$ cat config.mk
export PLATFORM = sky130hd
export DESIGN_NAME = stroke_interp
export DESIGN_NICKNAME = d
export VERILOG_FILES = /design/src/rtl/draw_pkg.sv /design/src/rtl/line_stepper.sv /design/src/rtl/stroke_interp.sv
export SDC_FILE = /design/constraint.sdc
export NUM_CORES = 1
export LEC_CHECK = 0
export ABC_AREA = 1
export CORE_UTILIZATION = 56
export CTS_CLUSTER_SIZE = 10
export DETAILED_ROUTE_END_ITERATION = 6
export GPL_ROUTABILITY_DRIVEN = 0
export HOLD_SLACK_MARGIN = 0.02
export PLACE_DENSITY = 0.81
export REMOVE_ABC_BUFFERS = 1
export SYNTH_ARGS = -nofsm -noshare
export SYNTH_HDL_FRONTEND = slang
export SYNTH_SLANG_ARGS = --single-unit
$ cat constraint.sdc
create_clock -name clk_in -period 6.7 [get_ports clk_in]
set_input_delay 1.005 -clock clk_in [delete_from_list [all_inputs] [get_ports clk_in]]
set_output_delay 1.005 -clock clk_in [all_outputs]
set_load 0.01 [all_outputs]
$ cat src/rtl/draw_pkg.sv
// Shared canvas geometry, point record and interpolator state encoding
// for the drawing pipeline.
package draw_pkg;

    localparam int X_W       = 10;
    localparam int Y_W       = 9;
    localparam int COLOR_W   = 4;
    localparam int SW_W      = 3;
    localparam int X_MAX     = 319;
    localparam int Y_MAX     = 179;
    localparam int MAX_STEPS = 64;

    // Bresenham error term: one sign bit plus one bit of headroom for 2*err.
    localparam int ERR_W = ((X_W > Y_W) ? X_W : Y_W) + 2;

    typedef struct packed {
        logic [X_W-1:0]     x;
        logic [Y_W-1:0]     y;
        logic [COLOR_W-1:0] color;
        logic [SW_W-1:0]    sw;
    } point_t;

    typedef enum logic [1:0] {
        IDLE,
        SETUP,
        STEP,
        EMIT_LAST
    } interp_state_t;

endpackage

$ cat src/rtl/line_stepper.sv
// Bresenham datapath: load computes the line terms and takes the first step at
// once; advance takes further steps. The registered position is the point on show.
module line_stepper
    import draw_pkg::*;
(
    input  logic           clk,
    input  logic           rst_n,
    input  logic           load,
    input  logic           advance,
    input  logic [X_W-1:0] x0,
    input  logic [Y_W-1:0] y0,
    input  logic [X_W-1:0] x1,
    input  logic [Y_W-1:0] y1,
    output logic [X_W-1:0] step_x,
    output logic [Y_W-1:0] step_y,
    output logic [X_W-1:0] span,
    output logic           done
);

    logic [X_W-1:0]          cur_x, end_x, adx, src_x;
    logic [Y_W-1:0]          cur_y, end_y, ady, src_y;
    logic signed [ERR_W-1:0] err, dx, dy;
    logic signed [ERR_W-1:0] ld_dx, ld_dy, src_err, use_dx, use_dy, e2, nxt_err;
    logic                    x_neg, y_neg, use_xn, use_yn;

    always_comb begin
        adx     = (x1 >= x0) ? (x1 - x0) : (x0 - x1);
        ady     = (y1 >= y0) ? (y1 - y0) : (y0 - y1);
        span    = (adx >= X_W'(ady)) ? adx : X_W'(ady);
        ld_dx   = ERR_W'(adx);
        ld_dy   = -ERR_W'(ady);
        src_x   = load ? x0 : cur_x;
        src_y   = load ? y0 : cur_y;
        src_err = load ? (ld_dx + ld_dy) : err;
        use_dx  = load ? ld_dx : dx;
        use_dy  = load ? ld_dy : dy;
        use_xn  = load ? (x1 < x0) : x_neg;
        use_yn  = load ? (y1 < y0) : y_neg;
        e2      = src_err <<< 1;
        step_x  = src_x;
        step_y  = src_y;
        nxt_err = src_err;
        if (e2 >= use_dy) begin
            nxt_err = nxt_err + use_dy;
            step_x  = use_xn ? (src_x - X_W'(1)) : (src_x + X_W'(1));
        end
        if (e2 <= use_dx) begin
            nxt_err = nxt_err + use_dx;
            step_y  = use_yn ? (src_y - Y_W'(1)) : (src_y + Y_W'(1));
        end
    end

    always_ff @(posedge clk or negedge rst_n) begin
        if (!rst_n) begin
            cur_x <= '0;
            cur_y <= '0;
            end_x <= '0;
            end_y <= '0;
            err   <= '0;
            dx    <= '0;
            dy    <= '0;
            x_neg <= 1'b0;
            y_neg <= 1'b0;
        end else if (load) begin
            cur_x <= step_x;
            cur_y <= step_y;
            err   <= nxt_err;
            dx    <= ld_dx;
            dy    <= ld_dy;
            x_neg <= use_xn;
            y_neg <= use_yn;
            end_x <= x1;
            end_y <= y1;
        end else if (advance) begin
            cur_x <= step_x;
            cur_y <= step_y;
            err   <= nxt_err;
        end
    end

    assign done = (cur_x == end_x) && (cur_y == end_y);

endmodule

$ cat src/rtl/stroke_interp.sv
// Turns one cursor sample per frame into the continuous run of canvas pixels
// joining it to the previous sample, one point per output handshake.
module stroke_interp
    import draw_pkg::*;
(
    input  logic               clk_in,
    input  logic               rst_in,
    input  logic               in_valid_in,
    output logic               in_ready_out,
    input  logic               pen_down_in,
    input  logic [X_W-1:0]     x_in,
    input  logic [Y_W-1:0]     y_in,
    input  logic [COLOR_W-1:0] color_in,
    input  logic [SW_W-1:0]    sw_in,
    output logic               pt_valid_out,
    input  logic               pt_ready_in,
    output logic [X_W-1:0]     pt_x_out,
    output logic [Y_W-1:0]     pt_y_out,
    output logic [COLOR_W-1:0] pt_color_out,
    output logic [SW_W-1:0]    pt_sw_out,
    output logic               busy_out,
    output logic [7:0]         drop_cnt_out
);

    interp_state_t  state, next_state;
    point_t         slot_pt, work_pt, pt_q;
    logic           slot_full, slot_pen, work_pen, prev_valid;
    logic [X_W-1:0] prev_x, clamp_x, step_x, span;
    logic [Y_W-1:0] prev_y, clamp_y, step_y;
    logic           accept, pt_take, seg_done, single_pt, same_pt;
    logic           take_slot, st_load, st_adv, emit_end, emit_step, retire;

    assign accept    = in_valid_in & in_ready_out;
    assign pt_take   = pt_valid_out & pt_ready_in;
    assign clamp_x   = (x_in > X_W'(X_MAX)) ? X_W'(X_MAX) : x_in;
    assign clamp_y   = (y_in > Y_W'(Y_MAX)) ? Y_W'(Y_MAX) : y_in;
    assign single_pt = !prev_valid || !work_pen || (span > X_W'(MAX_STEPS));
    assign same_pt   = (work_pt.x == prev_x) && (work_pt.y == prev_y);

    line_stepper u_stepper (
        .clk     (clk_in),
        .rst_n   (rst_in),
        .load    (st_load),
        .advance (st_adv),
        .x0      (prev_x),
        .y0      (prev_y),
        .x1      (work_pt.x),
        .y1      (work_pt.y),
        .step_x  (step_x),
        .step_y  (step_y),
        .span    (span),
        .done    (seg_done)
    );

    always_comb begin
        next_state = state;
        take_slot  = 1'b0;
        st_load    = 1'b0;
        st_adv     = 1'b0;
        emit_end   = 1'b0;
        emit_step  = 1'b0;
        retire     = 1'b0;
        case (state)
            IDLE: begin
                if (slot_full) begin
                    take_slot  = 1'b1;
                    next_state = SETUP;
                end
            end
            SETUP: begin
                if (single_pt) begin
                    emit_end   = 1'b1;
                    next_state = EMIT_LAST;
                end else if (same_pt) begin
                    next_state = IDLE;
                end else begin
                    st_load    = 1'b1;
                    emit_step  = 1'b1;
                    next_state = STEP;
                end
            end
            STEP: begin
                if (pt_take) begin
                    if (seg_done) begin
                        retire     = 1'b1;
                        next_state = IDLE;
                    end else begin
                        st_adv    = 1'b1;
                        emit_step = 1'b1;
                    end
                end
            end
            EMIT_LAST: begin
                if (pt_take) begin
                    retire     = 1'b1;
                    next_state = IDLE;
                end
            end
            default: next_state = IDLE;
        endcase
    end

    always_ff @(posedge clk_in or negedge rst_in) begin
        if (!rst_in) state <= IDLE;
        else         state <= next_state;
    end

    // A newer sample always wins the slot; losing an unconsumed one counts as a drop.
    always_ff @(posedge clk_in or negedge rst_in) begin
        if (!rst_in) begin
            in_ready_out <= 1'b0;
            slot_full    <= 1'b0;
            slot_pt      <= '0;
            slot_pen     <= 1'b0;
            drop_cnt_out <= '0;
        end else begin
            in_ready_out <= 1'b1;
            if (accept) begin
                slot_pt   <= '{x: clamp_x, y: clamp_y, color: color_in, sw: sw_in};
                slot_pen  <= pen_down_in;
                slot_full <= 1'b1;
                if (slot_full && !take_slot && (drop_cnt_out != 8'hFF))
                    drop_cnt_out <= drop_cnt_out + 8'd1;
            end else if (take_slot) begin
                slot_full <= 1'b0;
            end
        end
    end

    always_ff @(posedge clk_in or negedge rst_in) begin
        if (!rst_in) begin
            work_pt    <= '0;
            work_pen   <= 1'b0;
            prev_x     <= '0;
            prev_y     <= '0;
            prev_valid <= 1'b0;
        end else begin
            if (take_slot) begin
                work_pt  <= slot_pt;
                work_pen <= slot_pen;
            end
            if (state == SETUP) begin
                prev_x     <= work_pt.x;
                prev_y     <= work_pt.y;
                prev_valid <= work_pen;
            end
        end
    end

    // Output register only changes on emit or after a handshake, so it holds under backpressure.
    always_ff @(posedge clk_in or negedge rst_in) begin
        if (!rst_in) begin
            pt_valid_out <= 1'b0;
            pt_q         <= '0;
        end else if (emit_end) begin
            pt_valid_out <= 1'b1;
            pt_q         <= work_pt;
        end else if (emit_step) begin
            pt_valid_out <= 1'b1;
            pt_q         <= '{x: step_x, y: step_y, color: work_pt.color, sw: work_pt.sw};
        end else if (retire) begin
            pt_valid_out <= 1'b0;
        end
    end

    assign pt_x_out     = pt_q.x;
    assign pt_y_out     = pt_q.y;
    assign pt_color_out = pt_q.color;
    assign pt_sw_out    = pt_q.sw;
    assign busy_out     = (state != IDLE);

endmodule

==> results.yml, run 1 <==
floorplan:
  fp.dieW_um: 157.7
  dieArea_sq_um: 24860
  start_util_pct: 57.47
  die_y_um: 157.7
  io_pins: 68
  row_count: 56
  coreArea_sq_um: 23610
timing:
  worst_pin_slew_ns: 1.044
  rsz0062_at_grt: "true"
  setup-tns-final_ns: -1.447
  hold_slack_ns: 0.4468
  hold_violations: 0
  layout_min_cycle_time_ns: 7.286
  finalCritPeriodShare_pct: 108.7
  drv_slew: 0
  maxSlewHeadroom_pct: 30.39
  clock.fmax_ghz: 0.1373
  skew_ns: 0.02415
  setup_slack_ns: -0.5855
  setup_viol: 6
setup_path:
  critPathTopFamily: "simple AND/OR/NAND/NOR gates"
  required_ns: 7.05
  critPathCaptureType: "flop"
  crit_slowest_cell: "dfrtp_1"
  critPathLaunchType: "flop"
  crit_fanout: 18
  cp_num_buf_inv: 7
  max_stage_delay_ns: 0.46
  arrival_ns: 7.63
  cp_common_cell: "nand2_1"
  critPathKind: "flop to flop"
global_routing:
  grt_util_all_layers_pct: 34.48
  grt_max_degree: 84
  grt-ovfl-total: 0
  grt_pass1_vias: 14200
  grt_pass1_wl_um: 67520
  antenna_found_initial: 0
synthesis:
  ys_ff_latch: 188
  syn_inst: 1844
  syn_avg_cell_area_sq_um: 7.359
  yosysWarnings: 0
  async_flop_share_pct: 100.0
  synth_cell_types: 52
  ys_seq_area_share_pct: 34.67
  ys.flop_type: "dfrtp_1"
  synth-edff-count: 0
  synthesis.area_sq_um: 13570
clock_tree:
  cts_buffers: 17
  htreeDepth: 4
  clk_path_buf_depth: 2
  cts_tree: "yes"
  cts_hold_buf: 0
  cts.sinks: 188
  clkTransAtPathRegs_ns: 0.11
  clk_latency_ns: 0.47
  root_buffer: "clkbuf_16"
route:
  post_drt_via_cell_ratio: 5.967
  drcViolationCount: 3
  drt-total-wl_um: 46680
  drt-wirelength-per-cell_um: 18.86
  drtPass1Iterations: 7
  num_vias: 14770
  drt_iter0_drc: 1901
  final_antenna_net_count: 0
layout:
  nets: 2300
  regArea_sq_um: 4706
  multiInputGateArea_sq_um: 8427
  layoutNonFillerInstCount: 2475
  fill_cells: 1464
  n_antenna_cell: 0
  drive_gt1_share_pct: 24.72
  area_growth_pct: 32.12
run_status:
  status: "finished, violations left"
  failed_checks: "DRC, setup timing"
min_path:
  hold_path.class: "input pin to async pin"
placement:
  dp_hpwl_um: 28350
  post-place-ws_ns: -0.3882
  port_buffers: 67
  dpl.cell_count: 2402
flow_run:
  drv_cap: 0
registers in the layout (all words and copies together), names as in the netlist, 10 cells and up:
signal,flops
slot_pt,26
u_stepper.end_x,10
u_stepper.cur_x,10
u_stepper.dy,12
u_stepper.err,11
pt_x_out,10
work_pt,26
u_stepper.dx,12
prev_x,10
worst paths after layout:
| check | start | endpoint | slack [ns] | cells past startpoint |
|---|---|---|---|---|
| setup / recovery | work_pt[10] | u_stepper.err[10] | -0.59 | 51 |
| hold / removal | rst_in | u_stepper.cur_y[0] | 0.45 | 1 |
| setup reg to reg | work_pt[10] | u_stepper.err[10] | -0.59 | 51 |
| hold reg to reg | u_stepper.err[6] | u_stepper.err[6] | 0.49 | 2 |
| max in group asynchronous | rst_in | slot_pt[24] | 4.84 | 2 |
| min in group clk_in | u_stepper.err[6] | u_stepper.err[6] | 0.49 | 2 |
per-layer routing:
metal	vias up	global-route usage (%)	part of all wire (%)
li1	6489	-	-
met1	6828	40.36	36
met4	0	19.51	7.2
met2	1097	58.90	47
met5	-	0	0
met3	354	6.898	9.6
synthesized netlist by cell type (2+ instances only):
library cell,n,area share [%]
a22oi_1,2,0.11
nor2_2,7,0.32
o21ai_0,157,5.8
nand3_2,10,0.74
buf_6,4,0.33
a21oi_2,4,0.26
nand4_1,20,0.92
o22ai_1,3,0.14
o21bai_1,7,0.39
nor2_4,5,0.41
nor2_1,71,2.0
clkbuf_1,32,0.89
o21ai_2,7,0.45
a21o_1,7,0.39
a21oi_1,88,3.2
xnor2_1,39,2.5
nand2_1,563,16
nand3_1,107,3.9
o211ai_1,4,0.22
or2_2,8,0.37
buf_2,15,0.55
nand2_2,19,0.88
inv_1,250,6.9
fa_1,9,1.3
dfrtp_1,188,35
o21ai_1,5,0.18
a21oi_4,2,0.24
o21a_1,2,0.11
inv_2,7,0.19
o2111ai_1,2,0.13
ha_1,117,11
nor4_1,2,0.092
buf_4,8,0.44
nand2_4,2,0.17
a31oi_1,3,0.14
a211oi_1,2,0.11
o31ai_1,4,0.22
xor2_1,43,2.8
nor3_1,6,0.22
layout by cell type, fill, tap and decap left out, types with 9 or more instances in the layout:
cell,Yosys,routed
nor2_2,7,13
inv_1,250,224
inv_2,7,32
nand2_1,563,525
nand2_4,2,11
xor2_1,43,42
o21ai_1,5,9
nor2_4,5,12
a21oi_1,88,68
buf_4,8,263
clkbuf_16,0,17
clkdlybuf4s50_1,0,66
o21ai_2,7,12
nand2_2,19,48
dfrtp_1,188,187
xnor2_1,39,35
o21ai_0,157,148
nand3_1,107,95
nor2_1,71,59
ha_4,0,25
nand4_1,20,20
a21oi_2,4,22
ha_1,117,91
nand3_2,10,15
timing repair:
action / CTS / global route
pin swaps: 25 / 91
endpoints found under the setup margin: 3 / 9
cloned: 1 / 0
resized for setup: 71 / 129
buffers inserted: 6 / 34
cell type report:
cell class | count | share of cell area, %
repair buffers | 339 | 15.39
clock inverters | 15 | 1.361
clock buffers | 17 | 2.373
flip-flops and latches | 188 | 26.25
well taps | 319 | 2.226
multi-input cells | 1340 | 47.01
inverters | 257 | 5.395
per-stage QoR:
stage	cell area, sq um	utilization [%]
floorplan	13270	-
global placement	16110	68.23
detailed placement	16110	68.23
CTS	17200	72.82
global route	17930	75.92
finish	17930	75.92
logic make-up (layout without fill, tap and decap cells):
group,count (synthesis),after routing,synth area share (%)
adder cells (fa/ha/maj),126,126,12.12
XOR/XNOR,82,82,5.293
AND/OR/NAND/NOR,825,826,26.00
other,1,1,0.02764
multiplexers,2,2,0.1568
flip-flops,188,188,34.67
AO/OA/AOI/OAI,303,303,12.38
buffers and inverters,317,628,9.350
Power of run 1 is not shown: default switching activity piles up to over one toggle a cycle in this logic, so the estimate is an artifact.
==> inputs of run 2 (changes only) <==
CORE_MARGIN = 1   (was unset)
==> results of run 2 <==
Same layout as run 1: the final DEF is identical, and so are final timing and power.
Power of run 2 is left out for the same reason.
